## src/rtl/muldiv_seq.sv

```systemverilog
`default_nettype none
// ============================================================================
//  Module      : muldiv_seq
//  Description : Sequencer for the shared multi-cycle multiplier and divider
//                used by EX for mult/multu/div/divu. Latches one operation,
//                launches the right unit, stalls the pipeline until the result
//                is back and then issues a single HI/LO write pulse.
//  Revision    : 1.0 - initial release
// ----------------------------------------------------------------------------
//  Ports
//    clk, resetn              clock / asynchronous active-low reset
//    op_valid, op_type        operation request from EX (00 mult, 01 multu,
//                             10 div, 11 divu), held stable while stalled
//    src1, src2               rs / rt operands
//    flush                    kill the in-flight operation (no HI/LO write)
//    stallreq                 stall request to the stall controller
//    mul_signed/mul_a/mul_b   multiplier controls and operands
//    mul_result               multiplier result {hi,lo}
//    div_start/div_signed     divider start (level) and signed select
//    div_op1/div_op2          dividend / divisor
//    div_annul                one-cycle abort to the divider
//    div_ready/div_result     divider handshake, result {remainder,quotient}
//    hi_we/lo_we              HI/LO write strobes (one cycle)
//    hi_wdata/lo_wdata        HI/LO write data (holds between writes)
// ============================================================================
module muldiv_seq #(
    parameter int unsigned MUL_LAT     = 2,
    parameter int unsigned DIV_TIMEOUT = 64
) (
    input  logic        clk,
    input  logic        resetn,
    input  logic        op_valid,
    input  logic [1:0]  op_type,
    input  logic [31:0] src1,
    input  logic [31:0] src2,
    input  logic        flush,
    output logic        stallreq,
    output logic        mul_signed,
    output logic [31:0] mul_a,
    output logic [31:0] mul_b,
    input  logic [63:0] mul_result,
    output logic        div_start,
    output logic        div_signed,
    output logic [31:0] div_op1,
    output logic [31:0] div_op2,
    output logic        div_annul,
    input  logic        div_ready,
    input  logic [63:0] div_result,
    output logic        hi_we,
    output logic        lo_we,
    output logic [31:0] hi_wdata,
    output logic [31:0] lo_wdata
);

    // One counter serves both the multiplier countdown and the divider
    // timeout, so it is sized for the larger of the two.
    localparam int CNT_W = $clog2(DIV_TIMEOUT + MUL_LAT + 1);

    typedef enum logic [1:0] {
        IDLE     = 2'd0,
        MUL_WAIT = 2'd1,
        DIV_BUSY = 2'd2,
        DONE     = 2'd3
    } state_t;

    state_t             state_q, state_d;
    logic [CNT_W-1:0]   cnt_q, cnt_d;
    logic [1:0]         op_type_q, op_type_d;
    logic [31:0]        src1_q, src1_d;
    logic [31:0]        src2_q, src2_d;
    logic [31:0]        hi_res_q, hi_res_d;
    logic [31:0]        lo_res_q, lo_res_d;

    logic               launch;
    logic               div_by_zero;
    logic               div_timeout;

    assign launch      = (state_q == IDLE) && op_valid && !flush;
    // Divide-by-zero is resolved locally without touching the divider.
    assign div_by_zero = op_type[1] && (src2 == 32'd0);
    assign div_timeout = (cnt_q == CNT_W'(DIV_TIMEOUT - 1));

    // ------------------------------------------------------------------------
    // State / datapath registers
    // ------------------------------------------------------------------------
    always_ff @(posedge clk or negedge resetn) begin
        if (!resetn) begin
            state_q   <= IDLE;
            cnt_q     <= '0;
            op_type_q <= 2'b00;
            src1_q    <= 32'd0;
            src2_q    <= 32'd0;
            hi_res_q  <= 32'd0;
            lo_res_q  <= 32'd0;
        end else begin
            state_q   <= state_d;
            cnt_q     <= cnt_d;
            op_type_q <= op_type_d;
            src1_q    <= src1_d;
            src2_q    <= src2_d;
            hi_res_q  <= hi_res_d;
            lo_res_q  <= lo_res_d;
        end
    end

    // ------------------------------------------------------------------------
    // Next-state logic
    // ------------------------------------------------------------------------
    always_comb begin
        state_d   = state_q;
        cnt_d     = cnt_q;
        op_type_d = op_type_q;
        src1_d    = src1_q;
        src2_d    = src2_q;
        hi_res_d  = hi_res_q;
        lo_res_d  = lo_res_q;

        unique case (state_q)
            IDLE: begin
                if (launch) begin
                    op_type_d = op_type;
                    src1_d    = src1;
                    src2_d    = src2;
                    if (!op_type[1]) begin
                        state_d = MUL_WAIT;
                        cnt_d   = CNT_W'(MUL_LAT - 1);
                    end else if (!div_by_zero) begin
                        state_d = DIV_BUSY;
                        cnt_d   = '0;
                    end else begin
                        state_d  = DONE;
                        hi_res_d = src1;
                        lo_res_d = 32'hFFFF_FFFF;
                    end
                end
            end

            MUL_WAIT: begin
                if (flush) begin
                    state_d = IDLE;
                end else if (cnt_q == '0) begin
                    state_d  = DONE;
                    hi_res_d = mul_result[63:32];
                    lo_res_d = mul_result[31:0];
                end else begin
                    cnt_d = cnt_q - 1'b1;
                end
            end

            DIV_BUSY: begin
                // flush beats a coincident div_ready; a result arriving on
                // the last allowed cycle still wins over the timeout.
                if (flush) begin
                    state_d = IDLE;
                end else if (div_ready) begin
                    state_d  = DONE;
                    hi_res_d = div_result[63:32];
                    lo_res_d = div_result[31:0];
                end else if (div_timeout) begin
                    state_d = IDLE;
                end else begin
                    cnt_d = cnt_q + 1'b1;
                end
            end

            DONE: begin
                state_d = IDLE;
            end

            default: begin
                state_d = IDLE;
            end
        endcase
    end

    // ------------------------------------------------------------------------
    // Outputs
    // ------------------------------------------------------------------------
    always_comb begin
        stallreq   = 1'b0;
        hi_we      = 1'b0;
        div_annul  = 1'b0;

        unique case (state_q)
            IDLE:     stallreq = launch && !div_by_zero;
            MUL_WAIT: stallreq = !flush;
            DIV_BUSY: begin
                stallreq  = !flush;
                div_annul = flush || (!div_ready && div_timeout);
            end
            DONE:     hi_we = !flush;
            default:  stallreq = 1'b0;
        endcase
    end

    assign lo_we      = hi_we;
    assign hi_wdata   = hi_res_q;
    assign lo_wdata   = lo_res_q;

    // Signed selects are qualified by state so every unit control is 0 at
    // reset and outside the unit's own phase.
    assign mul_signed = (state_q == MUL_WAIT) && !op_type_q[0];
    assign mul_a      = src1_q;
    assign mul_b      = src2_q;

    assign div_start  = (state_q == DIV_BUSY);
    assign div_signed = (state_q == DIV_BUSY) && (op_type_q == 2'b10);
    assign div_op1    = src1_q;
    assign div_op2    = src2_q;

endmodule
`default_nettype wire

```

## config.mk

```make
export PLATFORM = sky130hd
export DESIGN_NAME = muldiv_seq
export DESIGN_NICKNAME = d
export VERILOG_FILES = /design/src/rtl/muldiv_seq.sv
export SDC_FILE = /design/constraint.sdc
export NUM_CORES = 1
export LEC_CHECK = 0
export ABC_CLOCK_PERIOD_IN_PS = 4030
export BUFFER_PORTS_ARGS = -buffer_cell sky130_fd_sc_hd__buf_2
export CORE_AREA = 2 2 153 155
export CTS_CLUSTER_DIAMETER = 120
export CTS_CLUSTER_SIZE = 20
export DETAILED_ROUTE_END_ITERATION = 8
export DIE_AREA = 0 0 155 157
export GPL_TIMING_DRIVEN = 0
export PLACE_DENSITY = 0.69
export SYNTH_ARGS = -nofsm -noshare
export SYNTH_HDL_FRONTEND = slang
export SYNTH_SLANG_ARGS = --single-unit
export TNS_END_PERCENT = 30
```

## constraint.sdc

```tcl
create_clock -name clk -period 4.03 [get_ports clk]
set_input_delay 0.6045 -clock clk [delete_from_list [all_inputs] [get_ports clk]]
set_output_delay 0.6045 -clock clk [all_outputs]
set_load 0.005 [all_outputs]
```

Word level (Yosys, flattened, before mapping)
Index checks and enable logic that the tools add are counted.

Bits in registers: 139. Input port bits: 199. Output and inout port bits: 199. Word-level logic and storage cells: 85.

$add $sub $neg: 2. Equality and inequality tests: 18. Multiplexer cells: 37. Reduce and logical (&&, ||, !) cells: 21.

Operators with widths (number): $mux W32 (14); $pmux W32 S3 (2); $mux W7 (8); $logic_not A32 Y1 (1); $pmux W7 S3 (1); $ne A2 B2 Y1 const B (9); $reduce_and A8 Y1 (2); $mux W2 (7); $pmux W2 S4 (1); $add A7 B1 Y7 const B (1); $eq A7 B6 Y1 const B (1); $logic_and A1 B1 Y1 (7); $logic_not A7 Y1 (1); $sub A7 B1 Y7 const B (1); $eq A2 B2 Y1 const B (3); $ne A3 B3 Y1 const B (2); $logic_not A1 Y1 (4); $ne A4 B2 Y1 const B (1); $mux W1 (3); $reduce_and A3 Y1 (1); $reduce_bool A3 Y1 (1); $eq A2 B1 Y1 const B (1); $logic_not A2 Y1 (1); $ne A2 B1 Y1 const B (1); 4 further kinds (4).

Logic depth before layout (Yosys ltp)
Gate-level depths: netlist of the first run.

Depth after elaboration: 6. Gate-level depth with buffers: 10. Gate-level depth less buffers: 10.

Worst setup path after synthesis of the first run
Ideal clock, no wire load.

Kind: reg2reg. Start point: register state_q[0]. End point: register cnt_q[6]. Setup time: 0.090 ns. Data arrival time: 2.424 ns. Required time: 3.940 ns. Path slack: 1.516 ns. Stages on the path, launching flop included: 11. Path buffers: 0. Period minus slack after synthesis: 2.514 ns. Cells stage by stage: dfrtp_1 > inv_1 > ha_1 > clkinv_1 > ha_1 > nand2b_1 > a21oi_1 > o21ai_0 > and3_1 > or2_2 > o221ai_1.

RTL lines: start, declared (RTL line 66) `state_t state_q, state_d;`; start signal, assigned (RTL line 96) `state_q <= state_d;`; $eq A2 B2 Y1 *; via div_start (RTL line 42) `output logic div_start,`; $ne A2 B2 Y1 (no source line) / $reduce_bool A3 Y1 (equally long branches); $reduce_and A8 Y1 (no source line); end signal, assigned (RTL line 97) `cnt_q <= cnt_d;`; end, declared (RTL line 67) `logic [CNT_W-1:0] cnt_q, cnt_d;`.

The timed path passes the listed nets; every way through them passes the cells marked *. A chain may end at the register's enable or synchronous reset.

Worst setup path in the final report of the first run
Start point: register state_q[0]. End point: output stallreq.

Word-level cells in the longest chain between the ends: 5.

Ends and longest elaborated chain: $logic_not A2 Y1 (RTL line 78, 184); $logic_and A1 B1 Y1 (2 in series) (RTL line 78) `assign launch = (state_q == IDLE) && op_valid && !flush;`; $logic_and A1 B1 Y1 (RTL line 185) `IDLE: stallreq = launch && !div_by_zero;`; $pmux W1 S2 * (RTL line 184) `unique case (state_q)`; end, declared (RTL line 37) `output logic stallreq,`.

Every way passes the cells marked *; elsewhere a longest branch is shown, timed or not.

==> impl_metrics.ini, run 1 <==
[power]
p_total_mw = 9.638
ir_worst_vdd_mv = 0.3695
powerDensity_nw_per_um2 = 921.2
p_leak_nw = 5.327

[finish]
nNetsFinal = 1270
post-route-util_pct = 46.49
n_antenna_cell = 0
area_growth_pct = 39.97
fillCellCount = 2167
mostFrequentLayoutCells = 397 x buf_2, 139 x dfrtp_1, 71 x mux2_2, 65 x buf_4, 64 x a22oi_1
final_common_cell = buf_2
design_area_um2 = 10460
drive_gt1_share_pct = 59.14

[detailed_routing]
ant_nets = 0
vias = 6580
drc = 0
drt_iter0_drc = 258
drt_wl_total_mm = 25.09
drt_pre_antenna_iters = 4
wl_per_cell_um = 18.49
avgViaCountPerCell = 4.849

[critical_path]
crit_arrival_ns = 2.90
crit_required_ns = 3.43
endpoint_kind = primary output
crit_path_start_kind = flop
crit_fanout = 10
path_class = flop to primary output

[floorplanning]
rows = 55
fp.dieW_um = 155
core_area_um2 = 22500
design.die.area_um2 = 24340
die_y_um = 157
io_pins = 398
initial_core_util_pct = 33.22

[grt]
gr-total-overflow = 0
grt_pass1_wl_mm = 37.38
antenna_found_initial = 1
grt_use_total_pct = 20.18
grt_max_degree = 75
grt_pass1_vias = 6566

[hold_path]
worst_hold_path_type = input port to async pin

[yosys]
asyncSetResetFlopFracSynth_pct = 100.0
synth.avg_cell_area_um2 = 11.64
synth_edf_count = 0
synth_nets = 853
syn_area_um2 = 7475
syn_inst = 642
yosys_most_used_dff = dfrtp_1
ys_types = 46
synth_seq_cells = 139
ys_seq_area_share_pct = 46.53
yosys_warnings = 0

[timing]
setup_viol = 0
finalHoldViolations = 0
max_freq_mhz = 285.1
rsz0062_at_grt = false
relSlewSlack_pct = 28.55
skew_ns = 0.01102
finalSetupTns_ns = 0
post-route-period-util_pct = 87.04
hold_ws_ns = 0.1637
worst_pin_slew_ns = 1.072
final_max_slew_viol_count = 0
min_period_ns = 3.508

[cts]
clk_pin_slew_worst_paths_ns = 0.07
insertion_delay_ns = 0.41
cts_sinks = 139
cts_tree = done
clk_path_buf_depth = 2
cts_setup_buffers = 0
numCtsBuffers = 17
root_buffer = clkbuf_16
cts-resized-gates = 0
hold_buffers = 0
htreeDepth = 4

[placement]
finalWeightedCongestion = 0.8155
portBuffers = 397
placed_cell_area_um2 = 9852
dp_hpwl_mm = 19.19

[run_status]
outcome = finished, final reports clean

[flow_run]
max_cap_violations = 0
-- kinds of logic after synthesis --
| family | share of synthesized area (%) |
|---|---|
| flops | 46.54 |
| mux | 22.88 |
| simple gates | 6.712 |
| buf+inv | 9.859 |
| compound gates | 11.78 |
| fa+ha+maj | 2.109 |
| xor+xnor | 0.1172 |
-- per-stage QoR --
step / cells / setup slack [ns]
after global placement: 1324 / 0.2994
final: 1357 / 0.5222
after global routing: 1357 / 0.2157
after floorplan: 642 / 1.516
after detailed placement: 1325 / 0.9192
after CTS: 1357 / 0.4646
-- flip-flops by register name (all words and copies together) (netlist names) --
name,flops
op_type_q,2
div_op2,32
hi_wdata,32
div_op1,32
cnt_q,7
state_q,2
lo_wdata,32
-- synth_stat cells, drive strengths merged (8+ instances only) --
| library cell | n | share of area, % |
|---|---|---|
| a21oi | 40 | 2.7 |
| a22oi | 64 | 6.4 |
| buf | 76 | 7.7 |
| clkbuf | 29 | 1.5 |
| dfrtp | 139 | 47 |
| ha | 11 | 1.8 |
| inv | 13 | 0.65 |
| mux2 | 131 | 23 |
| nand2 | 37 | 1.9 |
| nor2 | 39 | 2.0 |
| nor4 | 8 | 0.67 |
| o21ai | 9 | 0.60 |
-- where the power goes --
group	internal [mW]	switching, mW
registers	2.12	0.506
logic	2.89	2.47
clock network	1.00	0.646
total	6.01	3.63
-- path summary, 6_finish.rpt --
path | from | end | slack, ns | depth (start not counted)
worst max-delay path | state_q[0] | stallreq | 0.52 | 8
min in group clk | src1[13] | div_op1[13] | 0.44 | 2
worst max register to register | state_q[0] | cnt_q[6] | 1.00 | 10
worst min register to register | lo_wdata[30] | lo_wdata[30] | 0.50 | 1
max in group asynchronous | resetn | lo_wdata[20] | 3.06 | 2
worst min-delay path | resetn | div_op2[23] | 0.16 | 1
-- worst max-delay path, stage by stage (launching register included) --
cell      delay, ns
dfrtp_1        0.42
inv_1          0.10
ha_1           0.28
clkbuf_1       0.36
clkbuf_1       0.53
buf_1          0.45
a31oi_1        0.07
nor3_1         0.14
buf_2          0.15
-- metal layers --
metal,wire length (um),vias up,track usage [%]
li1,-,3074,-
met1,10720,3201,26.75
met2,12280,275,33.27
met3,1654,30,4.653
met4,436,0,5.467
met5,0,-,0
-- layout make-up --
cell class	count	area, um2	area share (%)
Buffer	105	684.4	6.542
Clock buffer	20	446.7	4.269
Clock inverter	12	163.9	1.567
Inverter	14	52.55	0.5023
Multi-Input combinational cell	384	3259	31.15
Sequential cell	139	3478	33.25
Tap cell	285	356.6	3.408
Timing Repair Buffer	398	2021	19.31
(Power assumes the default switching activity.)
==> run 2: changes to the inputs <==
--- a/config.mk
+++ b/config.mk
@@ -6,14 +6,16 @@
 export NUM_CORES = 1
 export LEC_CHECK = 0
 export ABC_CLOCK_PERIOD_IN_PS = 4030
-export BUFFER_PORTS_ARGS = -buffer_cell sky130_fd_sc_hd__buf_2
+export CELL_PAD_IN_SITES_DETAIL_PLACEMENT = 0
+export CELL_PAD_IN_SITES_GLOBAL_PLACEMENT = 1
 export CORE_AREA = 2 2 153 155
 export CTS_CLUSTER_DIAMETER = 120
 export CTS_CLUSTER_SIZE = 20
 export DETAILED_ROUTE_END_ITERATION = 8
 export DIE_AREA = 0 0 155 157
+export DONT_BUFFER_PORTS = 1
 export GPL_TIMING_DRIVEN = 0
-export PLACE_DENSITY = 0.69
+export PLACE_DENSITY = 0.66
 export SYNTH_ARGS = -nofsm -noshare
 export SYNTH_HDL_FRONTEND = slang
 export SYNTH_SLANG_ARGS = --single-unit
==> run 2 against run 1 <==
  * Hold slack worse by 0.0092 ns
  * Die area unchanged
  * Maximum frequency decreased by 3.2%
  * Flip-flop and latch count unchanged
  * Combinational power is 22% lower
  * Worst setup slack worse by 0.12 ns
  * Critical path depth down 1
  * Highest routed layer unchanged
  * Critical path type unchanged
  * First-iteration DRC count up 27%
==> impl_metrics.ini, run 2 (synthesis gave the netlist of run 1 again) <==
[grt]
antenna_found_initial = 0
grt_pass1_vias = 5379
grt_use_total_pct = 18.29
grt_pass1_wl_mm = 33.17
grt_max_degree = 140
gr-total-overflow = 0

[floorplanning]
initial_core_util_pct = 33.22
die_y_um = 157
design.die.area_um2 = 24340
core_area_um2 = 22500
fp.dieW_um = 155
rows = 55
io_pins = 398

[cts]
hold_buffers = 1
htreeDepth = 4
cts_tree = done
clk_pin_slew_worst_paths_ns = 0.06
clk_path_buf_depth = 2
numCtsBuffers = 17
cts_sinks = 139
root_buffer = clkbuf_16
insertion_delay_ns = 0.42
cts_setup_buffers = 0
cts-resized-gates = 0

[hold_path]
worst_hold_path_type = input port to async pin

[detailed_routing]
wl_per_cell_um = 24.17
drt_wl_total_mm = 23.18
avgViaCountPerCell = 5.550
drc = 0
vias = 5322
ant_nets = 0
drt_pre_antenna_iters = 8
drt_iter0_drc = 328

[power]
ir_worst_vdd_mv = 0.4831
p_leak_nw = 3.729
powerDensity_nw_per_um2 = 1020

[timing]
setup_viol = 0
setup_slack_ns = 0.4064
finalSetupTns_ns = 0
max_freq_mhz = 276.0
skew_ns = 0.01685
finalHoldViolations = 0
final_max_slew_viol_count = 0
rsz0062_at_grt = false
relSlewSlack_pct = 44.04
worst_pin_slew_ns = 0.8394
min_period_ns = 3.624
post-route-period-util_pct = 89.92

[critical_path]
crit_top_cell = clkbuf_1
startpoint = state_q[0]
crit_arrival_ns = 3.02
reg2reg_depth = 10
r2r_slack_ns = 1.06
crit_required_ns = 3.43
max_stage_delay_ns = 0.58
crit_fanout = 10
crit_end = stallreq
crit_path_start_kind = flop
endpoint_kind = primary output
path_class = flop to primary output
r2r-start = state_q[0]
rr_endpoint = cnt_q[6]
slowest_stage = clkbuf_1
crit_chain = inv_1, ha_1, clkbuf_1, clkbuf_1, buf_1, a31oi_1, nor3_1

[finish]
nNetsFinal = 873
fillCellCount = 2196
multiInputGateArea_um2 = 3259
fin_cells = 959
n_antenna_cell = 0
drive_gt1_share_pct = 35.16
mostFrequentLayoutCells = 139 x dfrtp_1, 71 x mux2_2, 65 x buf_4, 64 x a22oi_1, 60 x mux2_4
final_common_cell = dfrtp_1
area_growth_pct = 12.94
ff_latch_area_um2 = 3478

[placement]
place_ws_ns = 0.7341
portBuffers = 0
dp_cells = 927
dp_hpwl_mm = 17.69
finalWeightedCongestion = 0.8872

[flow_run]
max_cap_violations = 0

[run_status]
outcome = finished, final reports clean
-- run 2: cell types whose count changed in the layout (fill, tap and decap cells not counted), sizes merged --
cell | before | now
bufinv | 3 | 2
clkbuf | 49 | 48
clkinvlp | 4 | 6
clkinv | 3 | 2
buf | 474 | 77
-- run 2: report_power, final --
| group | leakage, nW | internal, mW | switching (mW) |
|---|---|---|---|
| clock | 0.265 | 0.931 | 0.636 |
| combinational | 1.84 | 2.19 | 1.97 |
| sequential | 1.63 | 2.12 | 0.763 |
| total | 3.73 | 5.24 | 3.37 |
-- run 2: worst min path at each step --
stage	start	to	slack, ns	cells after the start
2_1_floorplan	resetn	cnt_q[0]	0.31	0
3_3_place_gp	resetn	hi_wdata[7]	0.31	0
3_5_place_dp	resetn	hi_wdata[10]	0.31	0
4_1_cts	resetn	hi_wdata[10]	0.20	1
5_1_grt	resetn	hi_wdata[10]	0.21	1
6_report	resetn	div_op1[0]	0.15	1
-- run 2: worst max-delay path: cells and delay by family (launching register included) --
kind / cells / cell delay, ns
AO/OA/AOI/OAI: 1 / 0.07
adder cells (fa/ha/maj): 1 / 0.30
buffers and inverters: 4 / 1.52
flip-flops: 1 / 0.41
AND/OR/NAND/NOR: 1 / 0.32
-- run 2: metrics by stage --
| stage | power (mW) | cell area (um2) | utilization (%) | hold slack (ns) |
|---|---|---|---|---|
| 2_1_floorplan | 5.981 | 7475 | - | 0.3089 |
| 3_3_place_gp | 6.966 | 7831 | 34.80 | 0.3117 |
| 3_5_place_dp | 7.095 | 7831 | 34.80 | 0.3124 |
| 4_1_cts | 8.723 | 8442 | 37.51 | 0.2030 |
| 5_1_grt | 9.197 | 8442 | 37.51 | 0.2127 |
| 6_report | 8.614 | 8442 | 37.51 | 0.1545 |
-- run 2: layer usage --
metal  share of wire, %  GRT usage (%)  wire length [um]
met1                 40          22.67              9279
met2                 51          31.20             11900
met3                7.2          5.286              1661
met4                1.4          5.071               336
met5                  0              0                 0
-- run 2: cell type report --
type	count	share of cell area, %
tap	285	4.224
clock inverter	12	1.660
timing repair buffer	1	0.3261
sequential	139	41.20
multi-input combinational	384	38.61
clock buffer	19	5.247
buffer	105	8.107
inverter	14	0.6225
